## src/rtl/sram_arbiter.sv

```systemverilog
// ---------------------------------------------------------------------------
// sram_arbiter
//   Arbitrates the IF-stage fetch port and the MEM-stage data port onto two
//   asynchronous SRAM banks (BASE, EXT). Each bank runs its own access FSM
//   and generates low-active CE/OE/WE/BE timing. Read data is returned to the
//   owning requester with a one-cycle VALID pulse; MEM wins bank conflicts.
//
// Ports
//   CLK, RST                 clock, asynchronous active-low reset
//   IF_REQ/SEL/ADDR          fetch request (always a read)
//   IF_RDATA/IF_VALID        fetch completion
//   MEM_REQ/WE/BE_N/SEL/ADDR/WDATA   data request
//   MEM_RDATA/MEM_VALID      data completion
//   STALL_IF, STALL_MEM      pipeline stalls (REQ & ~VALID)
//   BASE_* / EXT_*           SRAM pins per bank (strobes low-active,
//                            DRIVE=1 enables the write-data pad driver)
// ---------------------------------------------------------------------------

// One bank access sequencer. Latches the granted request and plays out the
// read or write strobe sequence; o_done marks the last cycle of an access.
module sram_arbiter_bank #(
  parameter int ADDR_W    = 20,
  parameter int DATA_W    = 32,
  parameter int RD_CYCLES = 1,
  parameter int WR_CYCLES = 2
) (
  input  logic              i_clk,
  input  logic              i_rst_n,
  input  logic              i_grant,
  input  logic              i_grantWe,
  input  logic              i_grantMem,
  input  logic [ADDR_W-1:0] i_addr,
  input  logic [3:0]        i_beN,
  input  logic [DATA_W-1:0] i_wdata,
  output logic              o_idle,
  output logic              o_done,
  output logic              o_doneRead,
  output logic              o_ownerMem,
  output logic              o_ceN,
  output logic              o_oeN,
  output logic              o_weN,
  output logic [3:0]        o_beN,
  output logic [ADDR_W-1:0] o_addr,
  output logic [DATA_W-1:0] o_wdata,
  output logic              o_drive
);

  typedef enum logic [2:0] {
    IDLE   = 3'd0,
    READ   = 3'd1,
    WSETUP = 3'd2,
    WPULSE = 3'd3,
    WHOLD  = 3'd4
  } bank_state_t;

  localparam logic [1:0] RD_LAST = 2'(RD_CYCLES - 1);
  localparam logic [1:0] WR_LAST = 2'(WR_CYCLES - 1);

  bank_state_t       r_state;
  bank_state_t       w_stateNext;
  logic [1:0]        r_cnt;
  logic [ADDR_W-1:0] r_addr;
  logic [3:0]        r_beN;
  logic [DATA_W-1:0] r_wdata;
  logic              r_ownerMem;

  // State register, in-state counter and request latch. The counter restarts
  // at zero on every state change so each state times itself independently.
  always_ff @(posedge i_clk or negedge i_rst_n) begin
    if (!i_rst_n) begin
      r_state    <= IDLE;
      r_cnt      <= 2'd0;
      r_addr     <= '0;
      r_beN      <= 4'hF;
      r_wdata    <= '0;
      r_ownerMem <= 1'b0;
    end else begin
      r_state <= w_stateNext;
      if (w_stateNext != r_state) r_cnt <= 2'd0;
      else if (r_state != IDLE)   r_cnt <= r_cnt + 2'd1;
      if (r_state == IDLE && i_grant) begin
        r_addr     <= i_addr;
        r_beN      <= i_beN;
        r_wdata    <= i_wdata;
        r_ownerMem <= i_grantMem;
      end
    end
  end

  // Next-state and pin decode.
  always_comb begin
    w_stateNext = r_state;
    o_ceN       = 1'b1;
    o_oeN       = 1'b1;
    o_weN       = 1'b1;
    o_beN       = 4'hF;
    o_drive     = 1'b0;
    o_done      = 1'b0;
    o_doneRead  = 1'b0;
    case (r_state)
      IDLE: begin
        if (i_grant) w_stateNext = i_grantWe ? WSETUP : READ;
      end
      READ: begin
        o_ceN      = 1'b0;
        o_oeN      = 1'b0;
        o_beN      = r_beN;
        o_doneRead = 1'b1;
        if (r_cnt == RD_LAST) begin
          w_stateNext = IDLE;
          o_done      = 1'b1;
        end
      end
      WSETUP: begin
        o_ceN       = 1'b0;
        o_beN       = r_beN;
        o_drive     = 1'b1;
        w_stateNext = WPULSE;
      end
      WPULSE: begin
        o_ceN   = 1'b0;
        o_weN   = 1'b0;
        o_beN   = r_beN;
        o_drive = 1'b1;
        if (r_cnt == WR_LAST) w_stateNext = WHOLD;
      end
      WHOLD: begin
        o_ceN       = 1'b0;
        o_beN       = r_beN;
        o_drive     = 1'b1;
        o_done      = 1'b1;
        w_stateNext = IDLE;
      end
      default: w_stateNext = IDLE;
    endcase
  end

  assign o_idle     = (r_state == IDLE);
  assign o_ownerMem = r_ownerMem;
  assign o_addr     = r_addr;
  assign o_wdata    = r_wdata;

endmodule

module sram_arbiter #(
  parameter int ADDR_W    = 20,
  parameter int DATA_W    = 32,
  parameter int RD_CYCLES = 1,
  parameter int WR_CYCLES = 2
) (
  input  logic              CLK,
  input  logic              RST,
  input  logic              IF_REQ,
  input  logic [1:0]        IF_SEL,
  input  logic [ADDR_W-1:0] IF_ADDR,
  output logic [DATA_W-1:0] IF_RDATA,
  output logic              IF_VALID,
  input  logic              MEM_REQ,
  input  logic              MEM_WE,
  input  logic [3:0]        MEM_BE_N,
  input  logic [1:0]        MEM_SEL,
  input  logic [ADDR_W-1:0] MEM_ADDR,
  input  logic [DATA_W-1:0] MEM_WDATA,
  output logic [DATA_W-1:0] MEM_RDATA,
  output logic              MEM_VALID,
  output logic              STALL_IF,
  output logic              STALL_MEM,
  output logic              BASE_CE_N,
  output logic              BASE_OE_N,
  output logic              BASE_WE_N,
  output logic [3:0]        BASE_BE_N,
  output logic [ADDR_W-1:0] BASE_ADDR,
  output logic [DATA_W-1:0] BASE_WDATA,
  output logic              BASE_DRIVE,
  input  logic [DATA_W-1:0] BASE_RDATA,
  output logic              EXT_CE_N,
  output logic              EXT_OE_N,
  output logic              EXT_WE_N,
  output logic [3:0]        EXT_BE_N,
  output logic [ADDR_W-1:0] EXT_ADDR,
  output logic [DATA_W-1:0] EXT_WDATA,
  output logic              EXT_DRIVE,
  input  logic [DATA_W-1:0] EXT_RDATA
);

  logic              r_ifPend, r_memPend;
  logic              r_ifValid, r_memValid;
  logic [DATA_W-1:0] r_ifRdata, r_memRdata;

  logic w_ifElig, w_memElig;
  logic w_ifToBase, w_ifToExt, w_ifNone;
  logic w_memToBase, w_memToExt, w_memNone;
  logic w_baseIdle, w_extIdle;
  logic w_baseGrantMem, w_baseGrantIf, w_extGrantMem, w_extGrantIf;
  logic w_ifNoneGrant, w_memNoneGrant, w_ifGrant, w_memGrant;
  logic w_baseDone, w_baseDoneRead, w_baseOwnerMem;
  logic w_extDone, w_extDoneRead, w_extOwnerMem;

  // Select decode: bit0 low picks BASE even when both bits are low;
  // both bits high addresses no bank at all.
  assign w_ifToBase  = ~IF_SEL[0];
  assign w_ifToExt   = (IF_SEL == 2'b01);
  assign w_ifNone    = (IF_SEL == 2'b11);
  assign w_memToBase = ~MEM_SEL[0];
  assign w_memToExt  = (MEM_SEL == 2'b01);
  assign w_memNone   = (MEM_SEL == 2'b11);

  // Excluding the VALID cycle keeps a still-asserted REQ from being granted
  // a second time while its completion is on the outputs.
  assign w_ifElig  = IF_REQ  & ~r_ifPend  & ~r_ifValid;
  assign w_memElig = MEM_REQ & ~r_memPend & ~r_memValid;

  // MEM takes the bank whenever both want it; IF waits for a later idle cycle.
  assign w_baseGrantMem = w_baseIdle & w_memElig & w_memToBase;
  assign w_baseGrantIf  = w_baseIdle & w_ifElig & w_ifToBase & ~(w_memElig & w_memToBase);
  assign w_extGrantMem  = w_extIdle & w_memElig & w_memToExt;
  assign w_extGrantIf   = w_extIdle & w_ifElig & w_ifToExt & ~(w_memElig & w_memToExt);
  assign w_ifNoneGrant  = w_ifElig & w_ifNone;
  assign w_memNoneGrant = w_memElig & w_memNone;
  assign w_ifGrant      = w_baseGrantIf | w_extGrantIf | w_ifNoneGrant;
  assign w_memGrant     = w_baseGrantMem | w_extGrantMem | w_memNoneGrant;

  sram_arbiter_bank #(
    .ADDR_W(ADDR_W), .DATA_W(DATA_W), .RD_CYCLES(RD_CYCLES), .WR_CYCLES(WR_CYCLES)
  ) u_base (
    .i_clk      (CLK),
    .i_rst_n    (RST),
    .i_grant    (w_baseGrantMem | w_baseGrantIf),
    .i_grantWe  (w_baseGrantMem & MEM_WE),
    .i_grantMem (w_baseGrantMem),
    .i_addr     (w_baseGrantMem ? MEM_ADDR : IF_ADDR),
    .i_beN      (w_baseGrantMem ? MEM_BE_N : 4'h0),
    .i_wdata    (MEM_WDATA),
    .o_idle     (w_baseIdle),
    .o_done     (w_baseDone),
    .o_doneRead (w_baseDoneRead),
    .o_ownerMem (w_baseOwnerMem),
    .o_ceN      (BASE_CE_N),
    .o_oeN      (BASE_OE_N),
    .o_weN      (BASE_WE_N),
    .o_beN      (BASE_BE_N),
    .o_addr     (BASE_ADDR),
    .o_wdata    (BASE_WDATA),
    .o_drive    (BASE_DRIVE)
  );

  sram_arbiter_bank #(
    .ADDR_W(ADDR_W), .DATA_W(DATA_W), .RD_CYCLES(RD_CYCLES), .WR_CYCLES(WR_CYCLES)
  ) u_ext (
    .i_clk      (CLK),
    .i_rst_n    (RST),
    .i_grant    (w_extGrantMem | w_extGrantIf),
    .i_grantWe  (w_extGrantMem & MEM_WE),
    .i_grantMem (w_extGrantMem),
    .i_addr     (w_extGrantMem ? MEM_ADDR : IF_ADDR),
    .i_beN      (w_extGrantMem ? MEM_BE_N : 4'h0),
    .i_wdata    (MEM_WDATA),
    .o_idle     (w_extIdle),
    .o_done     (w_extDone),
    .o_doneRead (w_extDoneRead),
    .o_ownerMem (w_extOwnerMem),
    .o_ceN      (EXT_CE_N),
    .o_oeN      (EXT_OE_N),
    .o_weN      (EXT_WE_N),
    .o_beN      (EXT_BE_N),
    .o_addr     (EXT_ADDR),
    .o_wdata    (EXT_WDATA),
    .o_drive    (EXT_DRIVE)
  );

  // Completion: VALID is registered from the bank's last access cycle (or
  // from the grant itself for an unmapped select), so it lands in the first
  // idle cycle. Read data is captured on that same edge.
  always_ff @(posedge CLK or negedge RST) begin
    if (!RST) begin
      r_ifPend   <= 1'b0;
      r_memPend  <= 1'b0;
      r_ifValid  <= 1'b0;
      r_memValid <= 1'b0;
      r_ifRdata  <= '0;
      r_memRdata <= '0;
    end else begin
      if (w_ifGrant)      r_ifPend <= 1'b1;
      else if (r_ifValid) r_ifPend <= 1'b0;
      if (w_memGrant)      r_memPend <= 1'b1;
      else if (r_memValid) r_memPend <= 1'b0;

      r_ifValid  <= w_ifNoneGrant | (w_baseDone & ~w_baseOwnerMem) |
                    (w_extDone & ~w_extOwnerMem);
      r_memValid <= w_memNoneGrant | (w_baseDone & w_baseOwnerMem) |
                    (w_extDone & w_extOwnerMem);

      if (w_ifNoneGrant)
        r_ifRdata <= '0;
      else if (w_baseDone & w_baseDoneRead & ~w_baseOwnerMem)
        r_ifRdata <= BASE_RDATA;
      else if (w_extDone & w_extDoneRead & ~w_extOwnerMem)
        r_ifRdata <= EXT_RDATA;

      if (w_memNoneGrant)
        r_memRdata <= '0;
      else if (w_baseDone & w_baseDoneRead & w_baseOwnerMem)
        r_memRdata <= BASE_RDATA;
      else if (w_extDone & w_extDoneRead & w_extOwnerMem)
        r_memRdata <= EXT_RDATA;
    end
  end

  assign IF_VALID  = r_ifValid;
  assign MEM_VALID = r_memValid;
  assign IF_RDATA  = r_ifRdata;
  assign MEM_RDATA = r_memRdata;
  assign STALL_IF  = IF_REQ & ~r_ifValid;
  assign STALL_MEM = MEM_REQ & ~r_memValid;

endmodule

```

## config.mk

```make
export PLATFORM = sky130hd
export DESIGN_NAME = sram_arbiter
export DESIGN_NICKNAME = d
export VERILOG_FILES = /design/src/rtl/sram_arbiter.sv
export SDC_FILE = /design/constraint.sdc
export NUM_CORES = 1
export LEC_CHECK = 0
export CAP_MARGIN = 25
export CORE_MARGIN = 2
export CORE_UTILIZATION = 44
export CTS_CLUSTER_SIZE = 40
export DETAILED_ROUTE_END_ITERATION = 12
export PLACE_DENSITY_LB_ADDON = 0.05
export SLEW_MARGIN = 20
export SYNTH_ARGS = -nofsm -noshare
export SYNTH_HDL_FRONTEND = slang
export SYNTH_SLANG_ARGS = --single-unit
```

## constraint.sdc

```tcl
create_clock -name CLK -period 2.35 [get_ports CLK]
set_clock_uncertainty 0.2 [all_clocks]
set_input_delay 0.47 -clock CLK [delete_from_list [all_inputs] [get_ports CLK]]
set_output_delay 0.47 -clock CLK [all_outputs]
set_load 0.02 [all_outputs]
```

# Yosys cells after proc, flatten, opt, wreduce, memory -nomap -nowiden
# Cells that the tools add are included.
# Widths: inputs -> output; s select.
# totals
output_inout_bits,188
input_bits,149
regBits,192
word_cells,150
# op_classes
n_mux,44
reduce_logical,18
bitwise_logic,52
add_sub_neg,2
eq_ne,16
# op_table
cell,n
$mux 32,6
$mux 20,2
$and 1x1->1,32
$pmux 3 s4,2
$mux 3,6
$mux 1,16
$mux 4,4
$eq 3x2->1 const B,4
$mux 2,6
$reduce_bool 3->1,4
$not 1->1,10
$or 1x1->1,10
$eq 2x1->1 const B,4
$reduce_bool 2->1,4
$reduce_or 4->1,2
$eq 3x1->1 const B,2
$eq 3x3->1 const B,2
$logic_not 3->1,2
$ne 3x3->1,2
$reduce_or 3->1,2
$add 2x1->2 const B,2
$eq 2x2->1 const B,2
$logic_not 2->1,2
$pmux 1 s2,2
$logic_and 1x1->1,2

# Longest topological paths before layout
# logic_depth
ltp_word,11
ltp_mapped,8
ltp_nobuf,7

# Modules after synthesis
# A second synthesis with hierarchy kept.
# unflattened
cells_unflattened,709
hier_area_um2,9376.5
# by_module_without_submodules
mod,cells_per_inst,seq_area_each_um2,n_inst,area_per_inst_um2
sram_arbiter_bank,167,1556.5,2,2650.0
sram_arbiter,375,1701.6,1,4076.4

# Worst setup path before layout
# OpenSTA, ideal clock, no wires.
# synth_path
path_type,reg2reg
start,"register r_memValid, in the netlist MEM_VALID"
end,"register u_ext.r_wdata[10], in the netlist u_ext.o_wdata[10]"
setup_slack_ns,0.273
arrival_time_ns,1.753
path_stages_with_launch,7
required_ns,2.025
cell_sequence,dfrtp_1 nand4bb_1 nand2b_1 buf_4 a21oi_4 buf_6 mux2_2
# synth_between
elab_chain_cells,7
# synth_rtl
element,line_no,text
"start, declared",187,"logic r_ifValid, r_memValid;"
"start signal, assigned",290,r_memValid <= w_memNoneGrant | (w_baseDone & w_baseOwnerMem) |
$not 1->1 *,211,assign w_memElig = MEM_REQ & ~r_memPend & ~r_memValid;
$and 1x1->1 *,211,
$and 1x1->1,217,assign w_extGrantIf = w_extIdle & w_ifElig & w_ifToExt & ~(w_memElig & w_memToExt);
$not 1->1,217,
$and 1x1->1,217,
$or 1x1->1 *,252,".i_grant (w_extGrantMem | w_extGrantIf),"
$logic_and 1x1->1 *,81,if (r_state == IDLE && i_grant) begin
"end signal, assigned",84,r_wdata <= i_wdata;
"end, declared",64,logic [DATA_W-1:0] r_wdata;
# Mark *: on every way between the ends. The rest lies on a longest branch, timed or not.
# A chain may end at the register's enable or synchronous reset.

# Worst setup path in the final report
# layout_path
start,register u_ext.r_state[1]
end,output EXT_BE_N[1]
# layout_between
elab_chain_cells,3
# layout_rtl
element,line_no,text
"start, declared",59,bank_state_t r_state;
"start signal, assigned",78,r_state <= w_stateNext;
"$eq 3x3->1, or another cell as far along",100,case (r_state)
$reduce_or 4->1 (no source line) *,n/a,
$mux 4 *,100,
"end, declared",179,"output logic [3:0] EXT_BE_N,"
# Marked as above.

==> flow_summary.json <==
{
  "min_to": "u_base.o_addr[16]",
  "io_buffers": 336,
  "grt.total_usage": 0.251,
  "worst_setup_path_end_kind": "primary output",
  "cts_tree": "built",
  "clk_pin_slew_worst_paths_ns": 0.08,
  "cts_root_buf": "clkbuf_16",
  "grt_pass1_wl_um": 41900,
  "antenna_found_initial": 1,
  "r2r_start": "u_ext.r_state[1]",
  "drt_iter0_drc": 339,
  "whs_path_depth": 2,
  "setup_violations": 0,
  "dieArea_mm2": 0.0211,
  "core_area_mm2": 0.0195,
  "syn_inst": 754,
  "critPathKind": "flop to primary output",
  "place_area_mm2": 0.0127,
  "placementRows": 51,
  "final_area_mm2": 0.0133,
  "hp-start": "u_base.o_addr[16]",
  "synth_area_leaders": "dfrtp_1 (53%), mux2i_1 (10%), mux2_2 (6.2%), a211oi_1 (5.6%), nor2_1 (4.0%)",
  "via_per_inst": 5.18,
  "nNetsFinal": 1258,
  "status": "complete, no violations",
  "drv_slew": 0,
  "yosys_warnings": 0,
  "clkSinkCount": 192,
  "yosysMostFrequentCell": "dfrtp_1",
  "syn_area_mm2": 0.00877,
  "hold_viol": 0,
  "ir_drop_mv": 0.654,
  "power_density_mw_per_mm2": 1420,
  "cp.required_ns": 1.68,
  "worst-path-max-fanout": 5,
  "routed_wl_um": 25800,
  "grt_pass1_vias": 7459,
  "cts_buffer_depth": 2,
  "startpoint_type": "flop",
  "cts_max_level": 4,
  "hold_path.class": "flop to flop",
  "holdWs_ns": 0.282,
  "ff2ff_setup_slack_ns": 0.16,
  "fin_crit_ns": 2.29,
  "pre_cts_slack_ns": -0.199,
  "post-dp-hpwl_um": 18500,
  "drc": 0,
  "ios": 337,
  "ys_ff_latch": 192,
  "synth_edf_count": 0,
  "vias": 7176,
  "cp_cell_sequence": "o21a_1 > or3_1 > buf_2",
  "clock_latency_ns": 0.43,
  "arrival_ns": 1.62,
  "crit_slowest_cell": "dfrtp_1",
  "die_x_um": 145,
  "synth_cell_types": 52,
  "grt_max_degree": 65,
  "fin_crit_sh": 0.975,
  "worst_pin_slew_ns": 0.624,
  "ff2ff_path_depth": 7,
  "slew_headroom": 0.584,
  "start_util": 0.449,
  "yosys-top-cells-count": "dfrtp_1 (184), nor2_1 (94), mux2i_1 (88)",
  "cellLeakagePower_nw": 5.87,
  "worst_slack_ns": 0.0592,
  "synth_nets": 907,
  "detail-route-antenna-nets": 0,
  "drive_gt1_frac": 0.152,
  "syn_to_final_growth_pct": 52.0,
  "dieHeight_um": 145,
  "cap_violations": 0,
  "clock.fmax_mhz": 437,
  "yosysTopAreaCell": "dfrtp_1",
  "firstDrtPassIters": 4,
  "grt_overflow": 0,
  "r2r-end": "u_ext.r_cnt[1]",
  "synth_seq_area_share": 0.549,
  "synth_area_per_cell_um2": 11.6,
  "synth_top_area_share": 0.525,
  "numCtsBuffers": 17,
  "gp_congestion": 0.820,
  "synth_top_flop_cell": "dfrtp_1",
  "routedWlPerCell_um": 18.6,
  "async_flop_share": 1.00,
  "max_stage_delay_ns": 0.40
}
## layer usage
layer / wire length (µm) / track usage / up-vias / share of wire
met2: 12300 / 0.408 / 262 / 0.48
met5: 0 / 0 / - / 0
met1: 10800 / 0.318 / 3472 / 0.42
met4: 563 / 0.0819 / 0 / 0.022
li1: - / - / 3411 / -
met3: 2110 / 0.0811 / 31 / 0.082
## how the worst max path moves through the flow
stage	from	end
after floorplan	MEM_VALID	u_ext.o_wdata[10]
after global placement	MEM_REQ	u_ext.o_addr[0]
after detailed placement	MEM_REQ	u_ext.o_addr[4]
after CTS	u_ext.r_state[1]	EXT_CE_N
after global routing	u_ext.r_state[1]	EXT_BE_N[0]
final	u_ext.r_state[1]	EXT_BE_N[1]
## layout make-up
cell class	count	area (µm²)
fillers	1574	6190
diodes	1	2.50
multi-input cells	492	3620
flip-flops and latches	192	4820
clock inverters	15	184
repair buffers	388	3890
inverters	14	52.6
well taps	265	332
clock buffers	17	425
## layout by cell type (no fill, tap or decap), types with 3 or more instances in the layout
| cell | count |
|---|---|
| a22o_1 | 8 |
| o22ai_1 | 20 |
| clkdlybuf4s15_1 | 4 |
| nor2_1 | 92 |
| a211oi_1 | 65 |
| o21ai_0 | 24 |
| mux2i_1 | 88 |
| inv_8 | 3 |
| clkinv_8 | 4 |
| ha_1 | 4 |
| buf_2 | 5 |
| a21oi_1 | 28 |
| clkinv_4 | 3 |
| nand2b_1 | 10 |
| or3_1 | 7 |
| mux2_2 | 48 |
| clkdlybuf4s50_1 | 317 |
| nand3_1 | 3 |
| buf_12 | 14 |
| clkbuf_16 | 17 |
| dlygate4sd2_1 | 6 |
| mux2_1 | 17 |
| nor2b_1 | 3 |
| inv_6 | 3 |
| dfstp_2 | 8 |
| nand2_1 | 35 |
| dfrtp_1 | 182 |
| inv_1 | 14 |
| buf_4 | 37 |
## flip-flops by register name, indices dropped and copies added, names as in the netlist
signal,count
u_base.r_beN,4
u_ext.r_beN,4
MEM_VALID,1
u_ext.o_ownerMem,1
u_ext.o_wdata,32
r_ifPend,1
r_memPend,1
u_ext.o_addr,20
u_ext.r_state,3
IF_RDATA,32
u_base.o_addr,20
MEM_RDATA,32
u_base.r_cnt,2
u_base.o_ownerMem,1
u_ext.r_cnt,2
u_base.r_state,3
u_base.o_wdata,32
IF_VALID,1
## where the power goes
part           switching, W  internal (W)
sequential         0.000892       0.00497
combinational       0.00522       0.00495
clock               0.00147       0.00146
## stage by stage
stage	utilization	setup TNS [ns]	total power, W	cells
floorplan	-	0	0.0113	754
global placement	0.650	-9.68	0.0160	1347
detailed placement	0.650	-11.30	0.0162	1347
CTS	0.682	-0.199	0.0191	1381
global route	0.683	-0.00633	0.0200	1384
finish	0.683	0	0.0190	1384
## worst max-delay path: cells and delay by family (launching register included)
kind                   cells  cell delay [ns]
buffers and inverters      1             0.18
AO/OA/AOI/OAI              1             0.23
AND/OR/NAND/NOR            1             0.37
flip-flops                 1             0.40
## repair_timing
item	in CTS	in global routing
setup buffers	1	2
resized for setup	42	8
hold buffers	1	0
pin swaps	1	1
setup endpoints to repair	18	21
endpoints found under the hold margin	44	0
## cells by family (layout without fill, tap and decap cells)
| kind of cell | after synthesis | count (layout) | share of synthesized area |
|---|---|---|---|
| compound gates | 160 | 160 | 0.123 |
| mux | 153 | 153 | 0.184 |
| other cells | 0 | 1 | 0 |
| buf+inv | 70 | 434 | 0.0431 |
| simple gates | 173 | 173 | 0.0936 |
| xor+xnor | 2 | 2 | 0.00200 |
| fa+ha+maj | 4 | 4 | 0.00571 |
| flops | 192 | 192 | 0.549 |
Note: power is estimated with default switching activity, not from simulation.
